## config.mk

```make
export PLATFORM = sky130hd
export DESIGN_NAME = starfield_ctrl
export DESIGN_NICKNAME = d
export VERILOG_FILES = /design/src/rtl/starfield_ctrl.sv
export SDC_FILE = /design/constraint.sdc
export NUM_CORES = 1
export LEC_CHECK = 0
export ABC_AREA = 1
export ABC_CLOCK_PERIOD_IN_PS = 1300
export CORE_MARGIN = 2
export CORE_UTILIZATION = 44
export DETAILED_ROUTE_END_ITERATION = 16
export PLACE_DENSITY = 0.77
export SETUP_SLACK_MARGIN = 0.3
export SYNTH_ARGS = -nofsm -noshare
export SYNTH_HDL_FRONTEND = slang
export SYNTH_SLANG_ARGS = --single-unit
```

## constraint.sdc

```tcl
create_clock -name clk -period 1.3 [get_ports clk]
set_input_delay 0.195 -clock clk [delete_from_list [all_inputs] [get_ports clk]]
set_output_delay 0.195 -clock clk [all_outputs]
set_load 0.01 [all_outputs]
```

## src/rtl/starfield_ctrl.sv

```systemverilog
// Starfield layer sequencer: per-layer speed enables, frame-synchronous config apply,
// priority brightness select with global fade. Fade FSM built only with STARFIELD_CTRL_FADE_EN.
module starfield_ctrl #(
  parameter int NLAYERS     = 3,
  parameter int FADE_FRAMES = 4
) (
  input  logic                   clk,
  input  logic                   rst,
  input  logic                   frame_start,
  input  logic                   video_enable,
  input  logic                   cfg_valid,
  output logic                   cfg_ready,
  input  logic [1:0]             cfg_layer,
  input  logic [4:0]             cfg_speed,
  input  logic                   cfg_reseed,
  input  logic [1:0]             fade_req,
  output logic                   fade_busy,
  input  logic [NLAYERS-1:0]     layer_on,
  input  logic [8*NLAYERS-1:0]   layer_star,
  output logic [NLAYERS-1:0]     sf_en,
  output logic [NLAYERS-1:0]     sf_rst,
  output logic [3:0]             starlight
);

  logic [4:0]         r_speed [NLAYERS];
  logic [3:0]         r_acc   [NLAYERS];
  logic [5:0]         w_sum   [NLAYERS];
  logic [NLAYERS-1:0] r_sf_en;
  logic [NLAYERS-1:0] r_sf_rst;
  logic               r_cfg_ready;
  logic [1:0]         r_pend_layer;
  logic [4:0]         r_pend_speed;
  logic               r_pend_reseed;
  logic               w_xfer;
  logic               w_apply;
  logic [4:0]         w_level;
  logic [3:0]         w_raw;
  logic               w_found;
  logic [8:0]         w_prod;
  logic [3:0]         r_starlight;

  assign w_xfer  = cfg_valid && r_cfg_ready;
  // A pending config exists exactly while cfg_ready is low.
  assign w_apply = frame_start && !r_cfg_ready;

  always_comb begin
    for (int unsigned i = 0; i < NLAYERS; i++) begin
      w_sum[i] = {2'b00, r_acc[i]} + {1'b0, r_speed[i]};
    end
  end

  always_ff @(posedge clk) begin
    if (rst) begin
      for (int unsigned i = 0; i < NLAYERS; i++) begin
        r_speed[i] <= 5'd16;
        r_acc[i]   <= '0;
      end
      r_sf_en       <= '0;
      r_sf_rst      <= '1;
      r_cfg_ready   <= 1'b1;
      r_pend_layer  <= '0;
      r_pend_speed  <= '0;
      r_pend_reseed <= 1'b0;
    end else begin
      for (int unsigned i = 0; i < NLAYERS; i++) begin
        if (r_sf_rst[i]) begin
          r_acc[i]   <= '0;
          r_sf_en[i] <= 1'b0;
        end else begin
          r_acc[i]   <= w_sum[i][3:0];
          r_sf_en[i] <= (w_sum[i] >= 6'd16);
        end
        // Out-of-range layer indices match no i and are silently dropped.
        r_sf_rst[i] <= w_apply && r_pend_reseed && (r_pend_layer == 2'(i));
        if (w_apply && (r_pend_layer == 2'(i))) begin
          r_speed[i] <= r_pend_speed;
        end
      end
      if (w_xfer) begin
        r_cfg_ready   <= 1'b0;
        r_pend_layer  <= cfg_layer;
        r_pend_speed  <= (cfg_speed > 5'd16) ? 5'd16 : cfg_speed;
        r_pend_reseed <= cfg_reseed;
      end else if (w_apply) begin
        r_cfg_ready <= 1'b1;
      end
    end
  end

`ifdef STARFIELD_CTRL_FADE_EN
  localparam logic [1:0] ST_ON       = 2'd0;
  localparam logic [1:0] ST_OFF      = 2'd1;
  localparam logic [1:0] ST_FADE_IN  = 2'd2;
  localparam logic [1:0] ST_FADE_OUT = 2'd3;

  logic [1:0] r_state;
  logic [4:0] r_level;
  logic [7:0] r_fcnt;

  always_ff @(posedge clk) begin
    if (rst) begin
      r_state <= ST_ON;
      r_level <= 5'd16;
      r_fcnt  <= '0;
    end else if (fade_req == 2'b10 && (r_state == ST_ON || r_state == ST_FADE_IN)) begin
      r_state <= ST_FADE_OUT;
      r_fcnt  <= '0;
    end else if (fade_req == 2'b01 && (r_state == ST_OFF || r_state == ST_FADE_OUT)) begin
      r_state <= ST_FADE_IN;
      r_fcnt  <= '0;
    end else if (frame_start && (r_state == ST_FADE_IN || r_state == ST_FADE_OUT)) begin
      if (r_fcnt == 8'(FADE_FRAMES - 1)) begin
        r_fcnt <= '0;
        if (r_state == ST_FADE_IN) begin
          r_level <= r_level + 5'd1;
          if (r_level == 5'd15) r_state <= ST_ON;
        end else begin
          r_level <= r_level - 5'd1;
          if (r_level == 5'd1) r_state <= ST_OFF;
        end
      end else begin
        r_fcnt <= r_fcnt + 8'd1;
      end
    end
  end

  assign w_level   = r_level;
  assign fade_busy = (r_state == ST_FADE_IN) || (r_state == ST_FADE_OUT);
`else
  logic w_unused_fade_req;
  assign w_unused_fade_req = ^fade_req;
  assign w_level   = 5'd16;
  assign fade_busy = 1'b0;
`endif

  always_comb begin
    w_raw   = '0;
    w_found = 1'b0;
    for (int unsigned i = 0; i < NLAYERS; i++) begin
      if (layer_on[i] && !w_found) begin
        w_raw   = layer_star[8*i+4 +: 4];
        w_found = 1'b1;
      end
    end
    w_prod = {5'b00000, w_raw} * {4'b0000, w_level};
  end

  always_ff @(posedge clk) begin
    if (rst) begin
      r_starlight <= '0;
    end else begin
      r_starlight <= video_enable ? w_prod[7:4] : '0;
    end
  end

  assign cfg_ready = r_cfg_ready;
  assign sf_en     = r_sf_en;
  assign sf_rst    = r_sf_rst;
  assign starlight = r_starlight;

endmodule
```

Word level (Yosys, flattened, before mapping)
Memory sizes are Yosys's and may differ from the RTL's. Index checks and enable logic that the tools add are counted.

Equality and inequality tests: 2. Order comparisons: 4. Add/subtract/negate cells: 3. Bitwise operators: 10. Muxes and demuxes: 46. Reduce and logical (&&, ||, !) cells: 20. Shift operators: 0. Divide/modulo/power cells: 0. Multipliers: 0.

Operators by type and width (number): $mux W4 (9); $mux W1 (33); $mux W5 (4); $add A4 B5 Y6 (3); $ge A6 B5 Y1 const B (3); $logic_and A1 B1 Y1 (11); $or A1 B1 Y1 (9); $reduce_or A2 Y1 (4); $gt A5 B5 Y1 const B (1); $logic_not A1 Y1 (3); $eq A2 B1 Y1 const B (1); $eq A2 B2 Y1 const B (1); $logic_not A2 Y1 (1); $reduce_bool A2 Y1 (1); $not A1 Y1 (1).

Bits of input ports: 42. Memories kept: 2. ROM bits: 0. Bits in latches: 0. Output and inout port bits: 12. Memory bits (writable): 27. Flip-flop bits (word level): 19.

Memory list: r_speed (words 3, bits a word 5, rd ports 3, clocked after memory_dff 0, write ports 3, line 25) `logic [4:0] r_speed [NLAYERS];`; r_acc (words 3, bits a word 4, rd ports 3, clocked after memory_dff 0, write ports 3, line 26) `logic [3:0] r_acc [NLAYERS];`.

Longest topological paths before layout
Gate-level depths: netlist of the first run.

Depth after elaboration: 7. Depth in mapped cells: 10. Mapped depth without buffers: 10.

Worst setup path after synthesis of the first run
No wires, ideal clock.

Kind: register to register. Start point: memory r_speed[2][0], in the netlist r_speed[0][10]. End point: memory r_acc[2][2] (data pin). Setup time: 0.255 ns. Setup slack: -0.061 ns. Buffers on the path: 0. Arrival: 1.106 ns. Data required time: 1.045 ns. Cell stages (with the launch flop): 7. Cell sequence: edfxtp_1 > ha_1 > inv_1 > fa_1 > inv_1 > nand2_1 > nor3b_1.

RTL lines (line): start: declaration (25); end: declaration (26).

==> results.txt, run 1 <==
Synthesized area per cell: 9.26 sq um
Layout cells sized above 1: 38.6%
Io pins: 54
Fmax: 0.684 GHz
CTS sink cnt: 46
CTS Hold Bufs: 0
DRC viols: 0
Clock Tree Buf Depth: 2
Final setup TNS: -1010 ps
Hold path depth: 3
WL/cell: 13.0 um
Die width: 74.5 um
Drt first pass iters: 4
Fin nets: 375
Die Area: 5540 sq um
Critical path launch point type: register
Critical setup path kind: register to register
#FFs+latches synth: 46
Worst-Skew Late Latency: 310 ps
P&R area growth vs syn: 52.7%
CP max stage cell: edfxtp_1
Main flop type after synthesis: edfxtp_1
Required time of the critical path: 1550 ps
Violated checks: negative setup slack
Pint: 2410 uW
Hold Crit Endpoint: starlight[0]
Setup Skew: 7.68 ps
Register share of total power: 51.2%
Synthesized instance count: 236
Setup violations, final: 12
Tmin final: 1460 ps
Reg-to-Reg End: sf_en[1]
Crit path max fanout: 3
Crit Reg-Reg Startpoint: r_speed[0][5]
Crit path cell chain: ha_4 -> fa_2 -> nand2_2 -> nand2_1 -> nand3_1 -> nand2_1 -> a21oi_2
Number of synthesis warnings: 0
Outcome: finished, violations left
Total gr overflow: 0
CTS HTree Levels: 2
Clock power frac: 27.7%
Dpl hpwl: 3.15 mm
Worst Hold Launch: layer_on[0]
Final hold vios: 0
VDD IR max: 0.742 mV
Net Sw Power: 897 uW
Vias: 1862
Hold crit path type: primary input to register
R2R cell count: 7
CTS buffer count: 5
CP endpoint kind: register
Post-synth ARST share: 0%
Die Y: 74.5 um
Clk root buf: clkbuf_8
Seq/Total Area, Yosys: 54.5%
Core Region: 4750 sq um
Combinational power share: 21.1%
Critical Path Most Common Cell: nand2_1
Starting Density: 45.9%
Worst EP arrival: 1710 ps
Commonest non-fill, non-tap cell in the layout: nand2_1
# diodes: 0
Maxcap violations: 0
DRT antenna net count: 0
Vias per std cell: 4.82
Origin of the worst setup path: r_speed[0][5]
All-Layer GR Usage: 17.3%
GP Congestion: 0.773
WHS: 268 ps
Routed WL: 5.02 mm
CP max stage delay: 450 ps
Utilization after layout: 70.2%
Initial antenna violation count: 0
Unrepaired setup endpoints after global routing: true
Sw Share: 27.1%
Reg2Reg Setup Slack: -160 ps
Clock transition at path regs: 90 ps
Starting DRT DRC Count: 82
# port buffers: 38
Setup ws final: -162 ps
# rows: 25
Power Dens Cells: 992 nW/um^2
CTS tree: built
Tcrit/Tclk final: 112%
Most frequent cells in the layout: nand2_1 (37), edfxtp_1 (27), inv_1 (25)
EDFF count, synth: 27
First-pass GRT wire length: 7.13 mm
Final Max Slew Viols: 0
Unique masters post-synth: 24
Leak pwr: 0.00143 uW
Vias in the first global route: 1701
Synth Cell Area: 2180 sq um
Pin count of the biggest net entering global routing: 15
[worst max-delay path: cells and delay by family (launching register included)]
kind | cells | cell delay [ps]
and+or+nand+nor | 4 | 310
adders and majority gates | 2 | 540
AOI/OAI and AO/OA | 1 | 110
DFF | 1 | 450
[cells in the mapped netlist, drive strengths merged (3+ instances only)]
library cell / n / area [sq um]
a21oi: 13 / 65.1
nand2: 48 / 183
dfxtp: 19 / 380
nor3b: 4 / 35.0
ha: 12 / 150
edfxtp: 27 / 811
a31oi: 4 / 25.0
nor2: 30 / 115
fa: 3 / 60.1
inv: 39 / 146
buf: 3 / 26.3
o21ai: 9 / 45.0
nand3: 17 / 85.1
[per-layer routing]
layer	vias up	share of wire (%)	GRT usage (%)
met1	856	39	20.1
li1	925	-	-
met3	9	5.8	5.56
met5	-	0	0
met2	72	53	29.2
met4	0	2.6	8.13
[power by group through the flow]
stage / Clock (uW) / Combinational [uW] / Sequential, uW
finish: 918 / 697 / 1690
global placement: 0 / 498 / 1710
CTS: 931 / 551 / 1690
global route: 982 / 768 / 1700
floorplan: 0 / 281 / 1710
detailed placement: 0 / 515 / 1710
[worst max-delay path by stage]
stage,to,slack [ps],cells after the start
floorplan,r_acc[2][2],-20,6
global placement,r_speed[0][4],-180,5
detailed placement,r_acc[1][2],-220,5
CTS,r_acc[0][2],-120,6
global route,sf_en[1],-230,7
finish,sf_en[1],-160,7
[final cells by class]
| cell class | count | area (sq um) |
|---|---|---|
| sequential | 46 | 1200 |
| multi-input combinational | 159 | 1190 |
| fill | 354 | 1420 |
| clock buffer | 6 | 82.6 |
| tap | 67 | 83.8 |
| inverter | 39 | 159 |
| clock inverter | 2 | 11.3 |
| timing repair buffer | 67 | 604 |
[through the flow]
stage	std cells	setup WS [ps]	total power (uW)	instance area, sq um
floorplan	247	-24.8	1990	2290
global placement	364	-179	2210	2840
detailed placement	364	-224	2230	2840
CTS	375	-117	3170	3040
global route	386	-231	3450	3340
finish	386	-162	3310	3340
[registers in the layout, summed over array words and instances, names as in the netlist]
register       count
starlight          4
r_acc             12
cfg_ready          1
r_speed           15
r_pend_reseed      1
r_pend_speed       5
sf_en              3
r_pend_layer       2
sf_rst             3
[what timing repair did]
| action | in CTS | in global routing |
|---|---|---|
| setup buffers | 3 | 11 |
| setup endpoints to repair | 60 | 59 |
| resized for setup | 87 | 51 |
| pin swaps | 8 | 24 |
[logic make-up (layout without fill, tap and decap cells)]
group | after synthesis | after routing | synth area share (%)
simple gates | 101 | 101 | 19.7
flops | 46 | 46 | 54.5
buf+inv | 42 | 114 | 7.90
compound gates | 30 | 30 | 7.90
fa+ha+maj | 15 | 15 | 9.62
other cells | 2 | 13 | 0.344
No activity file was read; power rests on OpenSTA's default activity.
==> inputs of run 2 (changes only) <==
--- a/config.mk
+++ b/config.mk
@@ -7,8 +7,10 @@
 export LEC_CHECK = 0
 export ABC_AREA = 1
 export ABC_CLOCK_PERIOD_IN_PS = 1300
+export CELL_PAD_IN_SITES_DETAIL_PLACEMENT = 1
+export CELL_PAD_IN_SITES_GLOBAL_PLACEMENT = 1
 export CORE_MARGIN = 2
-export CORE_UTILIZATION = 44
+export CORE_UTILIZATION = 33
 export DETAILED_ROUTE_END_ITERATION = 16
 export PLACE_DENSITY = 0.77
 export SETUP_SLACK_MARGIN = 0.3
==> run 2 against run 1 <==
The flow still finishes with violations (negative setup slack). Sequential power about the same. Count of clock-buffer cells in the layout is 1 lower. Core utilization decreased by 17 points. Sequential cell count unchanged. Highest routed layer unchanged. Clock power rose by 21%.
==> results.txt, run 2 (synthesis gave the netlist of run 1 again) <==
GP Congestion: 0.770 (-0.41%)
Tmin final: 1480 ps (+21.7 ps)
Met3 Track Usage GR: 3.99% (-1.6 points)
Setup ws final: -184 ps (-21.7 ps)
All-Layer GR Usage: 16.1% (-1.2 points)
CTS sink cnt: 46 (unchanged)
Violated checks: negative setup slack
CTS HTree Levels: 2 (unchanged)
CP max stage cell: fa_2
First-pass GRT wire length: 9.11 mm (+28%)
CTS Hold Bufs: 0 (unchanged)
Crit path max fanout: 2 (-1)
DRC viols: 0 (unchanged)
Final setup TNS: -1410 ps (-398 ps)
Pint: 2560 uW (+6.1%)
Final hold vios: 0 (unchanged)
DRT antenna net count: 0 (unchanged)
WL/cell: 16.1 um (+24%)
Pre-CTS WS: -226 ps (-1.17 ps)
Critical Path Sink: r_acc[1][1]
Crit. path cell count: 4 (-3)
Maxcap violations: 0 (unchanged)
Core Region: 6390 sq um (+34%)
P&R area growth vs syn: 55.5%
Vias: 1893 (+1.7%)
Fin cells: 393 (+1.8%)
Crit Reg-Reg Startpoint: r_speed[0][5]
Final Max Slew Viols: 0 (unchanged)
Total gr overflow: 0 (unchanged)
Die width: 85.4 um (+15%)
Setup Skew: 6.33 ps (-1.35 ps)
Grt met2 use: 30.0% (+0.84 points)
Drt first pass iters: 4 (unchanged)
CTS buffer count: 5 (unchanged)
Inst Count DP: 371 (+1.9%)
Reg2Reg Setup Slack: -180 ps (-20 ps)
Pwr Total: 3540 uW (+7.1%)
Top Usage Layer GRT: met2
Unrepaired setup endpoints after global routing: true
Fmax: 0.674 GHz (-1.5%)
Initial antenna violation count: 0 (unchanged)
VDD IR max: 0.557 mV (-25%)
CP endpoint kind: register
Worst EP arrival: 1640 ps (-70 ps)
Starting Density: 34.2% (-12 points)
Starting DRT DRC Count: 49 (-40%)
Dpl hpwl: 3.99 mm (+27%)
Vias per std cell: 4.82 (-0.15%)
Net Sw Power: 985 uW (+9.8%)
Die Y: 85.4 um (+15%)
Leak pwr: 0.00147 uW (+3.0%)
Utilization after layout: 53.2% (-17 points)
Largest reg by FF count: r_speed
Reg-to-Reg End: r_acc[1][1]
CP max stage delay: 540 ps (+90 ps)
Clock Tree Buf Depth: 2 (unchanged)
Power Dens Cells: 1040 nW/um^2 (+5.2%)
Crit path cell chain: ha_4 -> fa_2 -> inv_2 -> nor2_1
Io pins: 54 (unchanged)
Sw Share: 27.8% (+0.67 points)
Most frequent cells in the layout: nand2_1 (34), edfxtp_1 (27), inv_1 (25)
Critical setup path kind: register to register
Met1 Track Usage GR: 17.5% (-2.6 points)
Vias in the first global route: 1989 (+17%)
Hold crit path type: primary input to register
Origin of the worst setup path: r_speed[0][5]
Routed WL: 6.33 mm (+26%)
Critical path launch point type: register
Commonest non-fill, non-tap cell in the layout: nand2_1
R2R cell count: 4 (-3)
Clk root buf: clkbuf_8
Setup violations, final: 12 (unchanged)
Buf/Inv on CP: 1 (+1)
Clock power frac: 31.3% (+3.6 points)
Pin count of the biggest net entering global routing: 16 (+1)
Worst-Skew Late Latency: 300 ps (about the same)
Combinational power share: 20.7% (-0.4 points)
# port buffers: 38 (unchanged)
Fin nets: 372 (-0.80%)
Max FFs per register: 15 (unchanged)
Largest regs: r_speed: 15 flops, r_acc: 12 flops, r_pend_speed: 5 flops
Outcome: finished, violations left
Clock transition at path regs: 100 ps (about the same)
# diodes: 0 (unchanged)
CTS tree: built
Layout cells sized above 1: 41.1% (+2.6 points)
# rows: 29 (+16%)
Tcrit/Tclk final: 114% (+1.7 points)
Die Area: 7290 sq um (+31%)
Worst Hold Launch: layer_on[0]
Crit path max-delay family: adder cells
Required time of the critical path: 1460 ps (-90 ps)
Register share of total power: 48.0% (-3.2 points)
-- run 2: how the worst min path moves through the flow --
stage / endpoint / slack, ps / cells past startpoint
6_report: starlight[2] / 280 / 4
3_5_place_dp: r_pend_speed[0] / 470 / 2
2_1_floorplan: r_pend_speed[0] / 270 / 1
5_1_grt: starlight[2] / 290 / 4
3_3_place_gp: r_pend_speed[3] / 460 / 2
4_1_cts: cfg_ready / 410 / 3
-- run 2: power by group through the flow --
stage | logic [uW] | registers, uW | clock network, uW
floorplan | 281 | 1710 | 0
global placement | 493 | 1710 | 0
detailed placement | 519 | 1720 | 0
CTS | 600 | 1690 | 1120
global route | 804 | 1710 | 1180
finish | 735 | 1700 | 1110
-- run 2: metrics by stage --
step	hold WS, ps	cell area [sq um]
after global routing	292	3400
after global placement	464	2830
after detailed placement	473	2830
final	281	3400
after floorplan	273	2290
after CTS	412	3150
-- run 2: area by class of cell --
class	instances	area [sq um]
Fill cell	707	2990
Multi-Input combinational cell	159	1250
Sequential cell	46	1200
Timing Repair Buffer	64	568
Inverter	39	164
Tap cell	77	96.3
Clock buffer	5	68.8
Clock inverter	3	43.8
-- run 2: what timing repair did --
action,in CTS,in global routing
endpoints found under the hold margin,0,0
cloned,0,0
setup buffers,8,6
setup endpoints to repair,58,57
gates resized for setup,99,50
pin swaps,17,35
-- run 2: tightest hold or removal path: cells and delay by family --
family	cells	cell delay, ps
buffers and inverters	1	150
and+or+nand+nor	2	130
AOI/OAI and AO/OA	1	60
-- run 2: routing by layer --
layer  wire [um]  up-vias  part of all wire [%]
met4         176        0                   2.8
met1        2480      919                    39
li1            -      909                     -
met2        3430       50                    54
met3         244       15                   3.9
met5           0        -                     0
